File: src/rtl/linearizer_scheduler.sv
`default_nettype none
// ============================================================================
// Module   : linearizer_scheduler
// Purpose  : Time-multiplexes one shared combinational Linearizer between
//            CHANNELS requesting oscillator channels. Round-robin arbitration,
//            registered drive of the Linearizer inputs, one-cycle result
//            capture into per-channel response slots, and settle bubbles
//            whenever the Linearizer mode_close select must change.
// Ports    : clk, reset                      - clock / sync active-high reset
//            req_valid/req_in/req_mode_close - per-channel requests (held)
//            req_ready                       - one-hot accept strobe
//            lin_in/lin_mode_close           - registered Linearizer drive
//            lin_result                      - Linearizer combinational result
//            rsp_valid/rsp_result/rsp_ready  - per-channel response slots
//            err                             - sticky per-channel range error
// Options  : LIN_RANGE_CHECK_EN - when defined, accepted inputs >= 3584 are
//            clamped to 3583 and flag err[channel]; otherwise err is 0.
// Revision : 1.0 - initial release
// ============================================================================
module linearizer_scheduler #(
    parameter int CHANNELS      = 4,
    parameter int DW            = 13,
    parameter int SETTLE_CYCLES = 1
) (
    input  logic                   clk,
    input  logic                   reset,
    input  logic [CHANNELS-1:0]    req_valid,
    input  logic [CHANNELS*DW-1:0] req_in,
    input  logic [CHANNELS-1:0]    req_mode_close,
    output logic [CHANNELS-1:0]    req_ready,
    output logic [DW-1:0]          lin_in,
    output logic                   lin_mode_close,
    input  logic [DW-1:0]          lin_result,
    output logic [CHANNELS-1:0]    rsp_valid,
    output logic [CHANNELS*DW-1:0] rsp_result,
    input  logic [CHANNELS-1:0]    rsp_ready,
    output logic [CHANNELS-1:0]    err
);

    localparam int c_cw = (CHANNELS > 1) ? $clog2(CHANNELS) : 1;

    localparam logic [c_cw:0]   c_num_ch      = (c_cw+1)'(CHANNELS);
    localparam logic [c_cw-1:0] c_last_ch     = c_cw'(CHANNELS - 1);
    localparam logic [c_cw-1:0] c_one_idx     = c_cw'(1);
    localparam logic [3:0]      c_settle_init = 4'(SETTLE_CYCLES);

    localparam logic [0:0] c_st_run    = 1'b0;
    localparam logic [0:0] c_st_settle = 1'b1;

    // ------------------------------------------------------------------------
    // State
    // ------------------------------------------------------------------------
    logic [0:0]          r_state;
    logic [c_cw-1:0]     r_rr;
    logic [3:0]          r_settle_cnt;
    logic [DW-1:0]       r_lin_in;
    logic                r_lin_mode_close;
    logic                r_cap_valid;     // a result is on lin_result this cycle
    logic [c_cw-1:0]     r_cap_ch;        // channel that owns that result
    logic [CHANNELS-1:0] r_rsp_valid;
    logic [DW-1:0]       r_rsp_result [CHANNELS];

    // ------------------------------------------------------------------------
    // Combinational
    // ------------------------------------------------------------------------
    logic [DW-1:0]       w_req_data [CHANNELS];
    logic [CHANNELS-1:0] w_eligible;
    logic [c_cw:0]       w_sum;
    logic                w_found;
    logic [c_cw-1:0]     w_grant;
    logic                w_grant_mode;
    logic                w_mode_match;
    logic                w_accept;
    logic                w_switch;
    logic [c_cw-1:0]     w_rr_next;
    logic [DW-1:0]       w_lin_in_next;

    generate
        for (genvar i = 0; i < CHANNELS; i++) begin : g_chan
            localparam logic [c_cw-1:0] c_idx = c_cw'(i);

            assign w_req_data[i] = req_in[i*DW +: DW];

            // A channel with a full slot or a result still in the capture
            // stage must wait; one outstanding request per channel.
            assign w_eligible[i] = req_valid[i] & ~r_rsp_valid[i]
                                 & ~(r_cap_valid & (r_cap_ch == c_idx));

            assign rsp_result[i*DW +: DW] = r_rsp_result[i];
        end
    endgenerate

    // Round-robin search: first eligible channel at or after r_rr.
    always_comb begin
        w_found = 1'b0;
        w_grant = '0;
        w_sum   = '0;
        for (int k = 0; k < CHANNELS; k++) begin
            w_sum = {1'b0, r_rr} + (c_cw+1)'(k);
            if (w_sum >= c_num_ch) begin
                w_sum = w_sum - c_num_ch;
            end
            if (!w_found && w_eligible[w_sum[c_cw-1:0]]) begin
                w_found = 1'b1;
                w_grant = w_sum[c_cw-1:0];
            end
        end
    end

    assign w_grant_mode = req_mode_close[w_grant];
    assign w_mode_match = (w_grant_mode == r_lin_mode_close);

    // reset gates the strobe so no accept is advertised while held in reset.
    assign w_accept = ~reset & (r_state == c_st_run) & w_found &  w_mode_match;
    assign w_switch = ~reset & (r_state == c_st_run) & w_found & ~w_mode_match;

    assign w_rr_next = (w_grant == c_last_ch) ? '0 : (w_grant + c_one_idx);

    always_comb begin
        req_ready = '0;
        if (w_accept) begin
            req_ready[w_grant] = 1'b1;
        end
    end

`ifdef LIN_RANGE_CHECK_EN
    localparam logic [DW-1:0] c_range_lim = DW'(3584);
    localparam logic [DW-1:0] c_range_max = DW'(3583);

    logic                w_over;
    logic [CHANNELS-1:0] r_err;

    assign w_over        = (w_req_data[w_grant] >= c_range_lim);
    assign w_lin_in_next = w_over ? c_range_max : w_req_data[w_grant];

    always_ff @(posedge clk) begin
        if (reset) begin
            r_err <= '0;
        end else if (w_accept && w_over) begin
            r_err[w_grant] <= 1'b1;
        end
    end

    assign err = r_err;
`else
    assign w_lin_in_next = w_req_data[w_grant];
    assign err           = '0;
`endif

    // ------------------------------------------------------------------------
    // Sequential
    // ------------------------------------------------------------------------
    always_ff @(posedge clk) begin
        if (reset) begin
            r_state          <= c_st_run;
            r_rr             <= '0;
            r_settle_cnt     <= '0;
            r_lin_in         <= '0;
            r_lin_mode_close <= 1'b1;
            r_cap_valid      <= 1'b0;
            r_cap_ch         <= '0;
            r_rsp_valid      <= '0;
            for (int i = 0; i < CHANNELS; i++) begin
                r_rsp_result[i] <= '0;
            end
        end else begin
            r_cap_valid <= w_accept;
            r_cap_ch    <= w_grant;

            if (w_accept) begin
                r_lin_in <= w_lin_in_next;
                r_rr     <= w_rr_next;
            end

            case (r_state)
                c_st_run: begin
                    // Pointer is left alone so the same channel wins once the
                    // Linearizer has settled in its requested mode.
                    if (w_switch) begin
                        r_lin_mode_close <= w_grant_mode;
                        r_settle_cnt     <= c_settle_init;
                        r_state          <= c_st_settle;
                    end
                end
                c_st_settle: begin
                    if (r_settle_cnt <= 4'd1) begin
                        r_settle_cnt <= '0;
                        r_state      <= c_st_run;
                    end else begin
                        r_settle_cnt <= r_settle_cnt - 4'd1;
                    end
                end
                default: begin
                    r_state <= c_st_run;
                end
            endcase

            // Ack clears a slot; a capture into the same slot cannot coincide
            // because a full slot blocks eligibility.
            r_rsp_valid <= r_rsp_valid & ~rsp_ready;
            if (r_cap_valid) begin
                r_rsp_valid[r_cap_ch]  <= 1'b1;
                r_rsp_result[r_cap_ch] <= lin_result;
            end
        end
    end

    assign lin_in         = r_lin_in;
    assign lin_mode_close = r_lin_mode_close;
    assign rsp_valid      = r_rsp_valid;

endmodule
`default_nettype wire

File: config.mk
export PLATFORM = sky130hd
export DESIGN_NAME = linearizer_scheduler
export DESIGN_NICKNAME = d
export VERILOG_FILES = /design/src/rtl/linearizer_scheduler.sv
export SDC_FILE = /design/constraint.sdc
export NUM_CORES = 1
export LEC_CHECK = 0
export CORE_ASPECT_RATIO = 0.8
export CORE_MARGIN = 2
export CORE_UTILIZATION = 36
export DETAILED_ROUTE_END_ITERATION = 8
export PLACE_DENSITY_LB_ADDON = 0.1
export SYNTH_ARGS = -nofsm -noshare
export SYNTH_HDL_FRONTEND = slang
export SYNTH_SLANG_ARGS = --single-unit
File: constraint.sdc
create_clock -name clk -period 4.25 [get_ports clk]
set_input_delay 1.0625 -clock clk [delete_from_list [all_inputs] [get_ports clk]]
set_output_delay 1.0625 -clock clk [all_outputs]
set_load 0.02 [all_outputs]
* Yosys cells after proc, flatten, opt, wreduce, memory -nomap -nowiden *
Memories as Yosys holds them, arrays and structs flattened.
Cells that the tools add are included.

storage, ports and cells
  bits in registers = 28
  memory bits (writable) = 52
  memories kept = 1
  input port bits = 79

memory list
  name          words  width  rd ports  clocked after memory_dff  wr ports  line  RTL
  r_rsp_result  4      13     4         0                         4         61    logic [DW-1:0] r_rsp_result [CHANNELS];

cells by class
  eq/ne operators = 6
  reduce and logical (&&, ||, !) cells = 11
  bitwise gates (word level) = 31
  add/subtract/negate cells = 9
  magnitude comparators = 14
  multiplexer cells = 46

operator list
  kind                   count
  $mux W13               3
  $bmux W13 S2           1
  $mux W2                10
  $mux W1                19
  $lt A2 B3 Y1 const B   6
  $and A1 B1 Y1          16
  $mux W4                4
  $reduce_or A13 Y1      1
  $ge A3 B3 Y1 const B   4
  $not A1 Y1             11
  $bmux W1 S2            5
  $pmux W4 S2            1
  $sub A2 B1 Y2 const B  4
  $add A2 B2 Y3 const B  2
  $eq A2 B2 Y1 const B   3
  $logic_and A1 B1 Y1    5
  $and A4 B4 Y4          1
  $demux W1 S2           2
  $ge A2 B1 Y1 const B   2
  $le A4 B1 Y1 const B   1
  $not A4 Y4             1
  $or A4 B4 Y4           1
  $sub A4 B1 Y4 const B  1
  $add A2 B1 Y3 const B  1
  other kinds (10)       12

* Longest topological paths before layout *
Gate-level depths: netlist (run 1).

  depth in word-level cells = 23
  gate-level depth with buffers = 10

* Least setup slack after synthesis (run 1) *
OpenSTA, ideal clock, no wires.

  kind = input-to-output
  start = in req_valid[1]
  end = out req_ready[0]
  setup slack = 0.455 ns
  path buffers = 0
  stages = 7
  required time = 3.188 ns
  arrival = 2.733 ns
  cell sequence = nor2b_1 > a22oi_2 > o221ai_4 > mux2i_4 > mux2i_2 > nand2_2 > and2_1

on the way
  word-level cells in the longest chain between the ends = 19
  elaborated cells between the ends (all ways) = 35
  those cells by class = order compare (2); eq/ne (1); mux (21); bitwise (4); reduce/logical (7)

ends and longest elaborated chain
  item                                                                  line      RTL
  start, declared                                                       27        input logic [CHANNELS-1:0] req_valid,
  $and A1 B1 Y1 *                                                       86        assign w_eligible[i] = req_valid[i] & ~r_rsp_valid[i]
  $and A1 B1 Y1 *                                                       87        & ~(r_cap_valid & (r_cap_ch == c_idx));
  $bmux W1 S2                                                           103       if (!w_found && w_eligible[w_sum[c_cw-1:0]]) begin
  $mux W1 (implied by the code)                                         103
  $mux W1                                                               103
  $logic_not A1 Y1                                                      103
  $logic_and A1 B1 Y1                                                   103
  $mux W1                                                               103
  (+3 left out)                                                         -
  $logic_not A1 Y1                                                      103
  $logic_and A1 B1 Y1                                                   103
  $mux W2                                                               103
  $lt A2 B3 Y1 (implied by the code) (tied with other cells)            122       req_ready[w_grant] = 1'b1;
  $logic_and A1 B1 Y1 (implied by the code) or $mux W1 (tied branches)  122, 110
  $mux W1 (implied by the code) or $eq A1 B1 Y1 (tied branches)         122, 111
  $demux W1 S2 or $and A1 B1 Y1 (tied branches)                         122, 114
  $mux W4 *                                                             121       if (w_accept) begin
  end, declared                                                         30        output logic [CHANNELS-1:0] req_ready,

Every way passes the cells marked *; elsewhere a longest branch is shown, timed or not. The select of a mux whose other input is x is not followed.

* Final worst setup path (run 1) *
  start = in req_valid[2]
  end = out req_ready[2]

Same word-level chain as after synthesis.

==> reports/results.ini, run 1 <==
[status]
outcome = complete, no violations

[floorplan]
fp.dieH_um = 98.59
die_w_um = 122.2
core_sq_mm = 0.01089
num_rows = 34
die_area_sq_mm = 0.01205
start_util_pct = 36.97
ios = 157

[worst_setup_path]
r2r_end = lin_in[5]
r2r_start = r_cap_valid
reg2reg_slack_ps = 1530
crit_path_max_fanout = 5
crit_required_ps = 3190
critPathKind = in2out
r2r_cells = 8
start_kind = primary input
cp-end-kind = primary output
critPathArrivalTime_ps = 3090

[clock_tree]
cts_buffers = 9
cts_tree = done
clk_path_buf_depth = 2
htree_levels = 3
clk_latency_ps = 340
postCtsHoldBufs = 0
clock-sinks = 80
cts.reportedPaths.clkPinSlew_ps = 60
cts-root-buf = clkbuf_16

[pwr]
pwr-share-clk_pct = 23.9
pwr-share-comb_pct = 43.2
total_power_mw = 3.334
ir_worst_vdd_v = 0.0002374
p_sw_mw = 1.206
swShare_pct = 36.16
pwr-share-seq_pct = 32.9
intPower_mw = 2.129
leakagePower_nw = 2.368
power_density_mw_per_mm2 = 549.5

[place]
dp_hpwl_um = 8023
numPortBuffers = 152
place_area_sq_mm = 0.005694
pre_cts_ws_ps = -463.6
dp_cells = 640
place_congestion = 0.9197

[drt]
via_per_inst = 4.799
via_count = 3153
wirelength_um = 10540
ant_nets = 0
met2_length_um = 4789
wl_met3_um = 624
drcViolationCount = 0
wire_per_inst_um = 16.05
first_pass_iters = 4
top_layer_used = met4
met1_length_um = 4940
dr.first_iter.drc_count = 152

[yosys]
synth-seq-cells = 80
synth_flop_cell = edfxtp_1
yosysWarnings = 0
synth_top_area_share_pct = 38.78
synth_area_leader_cell = edfxtp_1
synthCells = 350
yosysUniqueCellTypes = 59
async_reset_ff_share_pct = 0
synthTopCellsByArea = edfxtp_1, dfxtp_1, nor2_1
postSynthAreaPerCell_sq_um = 11.50
yosysSeqAreaShare_pct = 52.70
syn_area_sq_mm = 0.004026
synth_edf_count = 52

[timing]
finalWorstSetupSlack_ps = 102.5
fin_skew_ps = 4.304
post-route-period-util_pct = 97.59
rsz0062_at_grt = false
slew_headroom_pct = 41.81
worstMarginPinSlew_ps = 871.0
final_max_slew_viol_count = 0
min_period_ps = 4148
fmax_mhz = 241.1
holdWs_ps = 464.6
finalHoldViolCount = 0
setup_viol = 0

[finish]
diodes = 0
nFillCells = 994
area_growth_pct = 50.71
final_net_count = 593
final_cells = 657
drive_gt1_share_pct = 20.47
final_area_sq_mm = 0.006068

[hold_path]
hp-class = reg2reg
whs_endpoint = lin_in[9]
hp-start = lin_in[9]
min_path_cells = 2

[global_route]
grt_max_degree = 31
antenna_found_initial = 0
grt_pass1_wl_um = 16460
grt_pass1_vias = 3068
globalRoute.totalOverflow = 0
track_usage_pct = 17.91

[job]
drv_cap = 0

-- metrics by stage --
step	TNS [ps]	util, %
2_1_floorplan	0	-
3_3_place_gp	-1603	52.29
3_5_place_dp	-1760	52.29
4_1_cts	0	55.23
5_1_grt	0	55.72
6_report	0	55.72
-- cell usage in the layout (no fill, tap or decap), drive strengths merged, types with 6 or more instances in the layout --
cell / instances
clkdlybuf4s50: 146
dfxtp: 28
nand3: 14
mux2i: 17
nand2: 32
buf: 18
nand2b: 14
mux2: 15
inv: 23
o221ai: 14
a21oi: 21
nor2: 46
ha: 6
edfxtp: 52
clkbuf: 9
-- synthesized netlist by cell type (2+ instances only) --
master and number:
nand2b_1 14, o221ai_1 4, ha_1 6, nor2b_1 3, o221ai_2 9, clkbuf_1 7
and2_1 5, buf_2 5, mux2i_2 2, nor3_1 2, mux2_4 2, nand2_1 31
buf_1 2, a31o_1 3, edfxtp_1 52, dfxtp_1 28, mux2i_4 2, nand3_1 5
nor3_2 2, a21oi_2 9, a211oi_1 2, nand3_2 9, inv_1 20, buf_6 3
mux2_2 13, o31ai_1 3, buf_4 4, and3b_1 2, nor2_1 46, or2_2 2
a21oi_1 12, mux2i_1 13, xnor2_1 2
-- power groups by stage --
| stage | sequential, mW | clock [mW] | combinational [mW] |
|---|---|---|---|
| finish | 1.10 | 0.798 | 1.44 |
| global route | 1.12 | 0.849 | 1.55 |
| CTS | 1.10 | 0.813 | 1.43 |
| detailed placement | 1.11 | 0 | 1.42 |
| global placement | 1.10 | 0 | 1.40 |
| floorplan | 1.24 | 0 | 0.779 |
-- layer usage --
metal	vias to the layer above	track usage (%)
met5	-	0
met2	92	26.50
met1	1486	25.26
met4	0	5.836
li1	1560	-
met3	15	5.093
-- how the worst max path moves through the flow --
| stage | startpoint | to | slack [ps] | cells after the start |
|---|---|---|---|---|
| 2_1_floorplan | req_valid[1] | req_ready[0] | 450 | 7 |
| 3_3_place_gp | req_valid[1] | req_ready[3] | -420 | 9 |
| 3_5_place_dp | req_valid[1] | req_ready[2] | -460 | 9 |
| 4_1_cts | req_valid[0] | req_ready[0] | 50 | 9 |
| 5_1_grt | req_valid[2] | req_ready[2] | 10 | 8 |
| 6_report | req_valid[2] | req_ready[2] | 100 | 8 |
-- critical path: stages --
cell and delay [ps]:
clkdlybuf4s50_1 480, and3_4 190, o221ai_4 310, mux2i_4 310, mux2i_2 270, nand2_2 130, and2_4 180, buf_4 150
-- cells by family (layout without fill, tap and decap cells) --
| group | after synthesis | in the layout | share of synthesized area [%] |
|---|---|---|---|
| AOI/OAI and AO/OA | 56 | 56 | 13.02 |
| xor gates and xnor gates | 2 | 2 | 0.4351 |
| adders and majority gates | 6 | 6 | 1.864 |
| buffers and inverters | 42 | 202 | 5.407 |
| DFF | 80 | 80 | 52.70 |
| muxes | 32 | 32 | 9.416 |
| other | 1 | 4 | 0.09314 |
| and+or+nand+nor | 131 | 131 | 17.06 |
-- sequential cells by signal (all words and copies together) (netlist names) --
register and cells:
r_rsp_result 52, r_rr 2, r_settle_cnt 4, r_state 1, r_cap_ch 2, r_cap_valid 1, lin_in 13, rsp_valid 4
lin_mode_close 1
-- what timing repair did --
item                       4_1_cts  5_1_grt
gates resized for setup         22       16
setup endpoints to repair        4        4
setup buffers                    1        0
pin swaps                        2        5
-- layout make-up --
class | instances | area, sq um | share of cell area (%)
multi-input cells | 231 | 1752 | 28.87
inverters | 20 | 75.07 | 1.237
clock buffers | 9 | 225.2 | 3.711
flip-flops and latches | 80 | 2122 | 34.97
repair buffers | 166 | 1625 | 26.78
well taps | 144 | 180.2 | 2.969
clock inverters | 7 | 88.84 | 1.464
Note: power is estimated with default switching activity, not from simulation.
==> inputs of run 2 (changes only) <==
--- a/config.mk
+++ b/config.mk
@@ -9,7 +9,7 @@
 export CORE_MARGIN = 2
 export CORE_UTILIZATION = 36
 export DETAILED_ROUTE_END_ITERATION = 8
-export PLACE_DENSITY_LB_ADDON = 0.1
+export PLACE_DENSITY = 0.71
 export SYNTH_ARGS = -nofsm -noshare
 export SYNTH_HDL_FRONTEND = slang
 export SYNTH_SLANG_ARGS = --single-unit
==> reports/results.ini, run 2 (synthesis gave the netlist of run 1 again) <==
[worst_setup_path]
critPathKind = in2out  ; unchanged
r2r_start = r_cap_valid  ; unchanged
cp-end-kind = primary output  ; unchanged
reg2reg_slack_ps = 1550  ; was 1530 ps
crit_path_max_fanout = 5  ; unchanged
critPathArrivalTime_ps = 3110  ; was 3090 ps
start_kind = primary input  ; unchanged
r2r_cells = 8  ; unchanged
r2r_end = lin_in[4]  ; was lin_in[5]
crit_required_ps = 3190  ; about the same

[drt]
via_per_inst = 4.914  ; was 4.799
ant_nets = 0  ; unchanged
wire_per_inst_um = 16.33  ; was 16.05 um
drcViolationCount = 0  ; unchanged
via_count = 3243  ; was 3153
dr.first_iter.drc_count = 191  ; was 152
first_pass_iters = 4  ; unchanged
wirelength_um = 10780  ; was 10540 um

[clock_tree]
cts_buffers = 9  ; unchanged
clock-sinks = 80  ; unchanged
htree_levels = 3  ; unchanged
clk_latency_ps = 330  ; was 340 ps
cts-root-buf = clkbuf_16  ; unchanged
clk_path_buf_depth = 2  ; unchanged
cts.reportedPaths.clkPinSlew_ps = 60  ; about the same
cts_tree = done  ; unchanged

[pwr]
pwr-share-comb_pct = 42.8  ; was 43.2%
swShare_pct = 35.65  ; was 36.16%
leakagePower_nw = 2.388  ; was 2.368 nW
ir_worst_vdd_v = 0.0002972  ; was 0.0002374 V
pwr-share-seq_pct = 32.2  ; was 32.9%
pwr-share-clk_pct = 25.1  ; was 23.9%
power_density_mw_per_mm2 = 558.9  ; was 549.5 mW/mm^2
intPower_mw = 2.199  ; was 2.129 mW
p_sw_mw = 1.218  ; was 1.206 mW

[timing]
finalWorstSetupSlack_ps = 76.08  ; was 102.5 ps
timing.setup.tns_ps = 0  ; unchanged
fin_skew_ps = 8.002  ; was 4.304 ps
min_period_ps = 4174  ; was 4148 ps
finalHoldViolCount = 0  ; unchanged
worstMarginPinSlew_ps = 820.2  ; was 871.0 ps
final_max_slew_viol_count = 0  ; unchanged
slew_headroom_pct = 45.21  ; was 41.81%
fmax_mhz = 239.6  ; was 241.1 MHz
setup_viol = 0  ; unchanged
post-route-period-util_pct = 98.21  ; was 97.59%

[finish]
final_cell_mix = clkdlybuf4s50_1, edfxtp_1, nor2_1  ; unchanged
nFillCells = 962  ; was 994
area_growth_pct = 51.86  ; was 50.71%
diodes = 0  ; unchanged
final_common_cell = clkdlybuf4s50_1  ; unchanged
final_area_sq_mm = 0.006115  ; was 0.006068 sq mm
top_register = r_rsp_result  ; unchanged
largest_reg_flops = 52  ; unchanged
drive_gt1_share_pct = 20.35  ; was 20.47%
final_net_count = 596  ; was 593

[hold_path]
hp-class = reg2reg  ; unchanged
whs_endpoint = lin_in[8]  ; was lin_in[9]
hp-start = lin_in[8]  ; was lin_in[9]
min_path_cells = 2  ; unchanged

[floorplan]
die_area_sq_mm = 0.01205  ; unchanged
num_rows = 34  ; unchanged
ios = 157  ; unchanged
start_util_pct = 36.97  ; unchanged
fp.dieH_um = 98.59  ; unchanged
core_sq_mm = 0.01089  ; unchanged
die_w_um = 122.2  ; unchanged

[global_route]
antenna_found_initial = 0  ; unchanged
track_usage_pct = 18.36  ; was 17.91%
grt_pass1_vias = 3304  ; was 3068
globalRoute.totalOverflow = 0  ; unchanged
grt_max_degree = 31  ; unchanged
grt_pass1_wl_um = 17210  ; was 16460 um

[place]
place_area_sq_mm = 0.005702  ; was 0.005694 sq mm
dp_hpwl_um = 8209  ; was 8023 um
pre_cts_ws_ps = -474.8  ; was -463.6 ps
place_congestion = 0.8319  ; was 0.9197
numPortBuffers = 152  ; unchanged

[status]
outcome = complete, no violations  ; unchanged

[job]
drv_cap = 0  ; unchanged

## run 2: changes by cell type in the layout (fill, tap and decap cells not counted), sizes merged
cell          previous run  this run
buf                     18        21
bufinv                   1         2
clkinvlp                 1         0
dlygate4sd2              0         1
dlymetal6s2s             2         1
## run 2: final cells by class
cell class / count / area, sq um / share of cell area (%)
flip-flops and latches: 80 / 2122 / 34.70
multi-input cells: 231 / 1755 / 28.71
repair buffers: 169 / 1645 / 26.91
clock buffers: 9 / 225.2 / 3.683
well taps: 144 / 180.2 / 2.947
clock inverters: 7 / 111.4 / 1.821
inverters: 20 / 75.07 / 1.228
## run 2: worst max path at each step
| stage | endpoint | slack (ps) | start | cells after the start |
|---|---|---|---|---|
| 2_1_floorplan | req_ready[0] | 450 | req_valid[1] | 7 |
| 3_3_place_gp | req_ready[3] | -380 | req_valid[0] | 10 |
| 3_5_place_dp | req_ready[3] | -470 | req_valid[0] | 10 |
| 4_1_cts | req_ready[1] | 10 | req_valid[1] | 10 |
| 5_1_grt | req_ready[2] | -6 | req_valid[2] | 10 |
| 6_report | req_ready[2] | 80 | req_valid[2] | 10 |
## run 2: metrics by stage
| step | instances | power, mW | utilization [%] | hold slack [ps] |
|---|---|---|---|---|
| after floorplan | 353 | 2.016 | - | 459.4 |
| after global placement | 641 | 2.488 | 52.36 | 454.3 |
| after detailed placement | 641 | 2.520 | 52.36 | 456.5 |
| after CTS | 660 | 3.415 | 55.82 | 470.1 |
| after global routing | 660 | 3.592 | 56.15 | 485.7 |
| final | 660 | 3.418 | 56.15 | 467.6 |
## run 2: routing by layer
metal	part of all wire, %	vias up	track usage (%)
met2	50	87	30.51
met3	3.6	14	3.067
met1	45	1573	24.73
met4	1.8	0	5.217
li1	-	1569	-
met5	0	-	0
## run 2: power by group through the flow
stage	registers, mW	logic [mW]	clock network [mW]
5_1_grt	1.12	1.57	0.906
3_5_place_dp	1.11	1.41	0
2_1_floorplan	1.24	0.779	0
4_1_cts	1.10	1.45	0.874
3_3_place_gp	1.10	1.39	0
6_report	1.10	1.46	0.857
## run 2: repair_timing
| action | in CTS | in global routing |
|---|---|---|
| endpoints found under the setup margin | 4 | 4 |
| setup buffers | 3 | 0 |
| gates resized for setup | 28 | 8 |
| pin swaps | 4 | 7 |
| hold endpoints to repair | 0 | 0 |
| hold buffers | 0 | 0 |
## run 2: worst max-delay path: stages
cell and delay (ps):
clkdlybuf4s50_1 540, nor4bb_2 300, a22oi_1 110, o211a_1 170, buf_4 150, nor3_2 220
mux2i_2 120, nand2_2 140, and2_1 130, buf_2 160
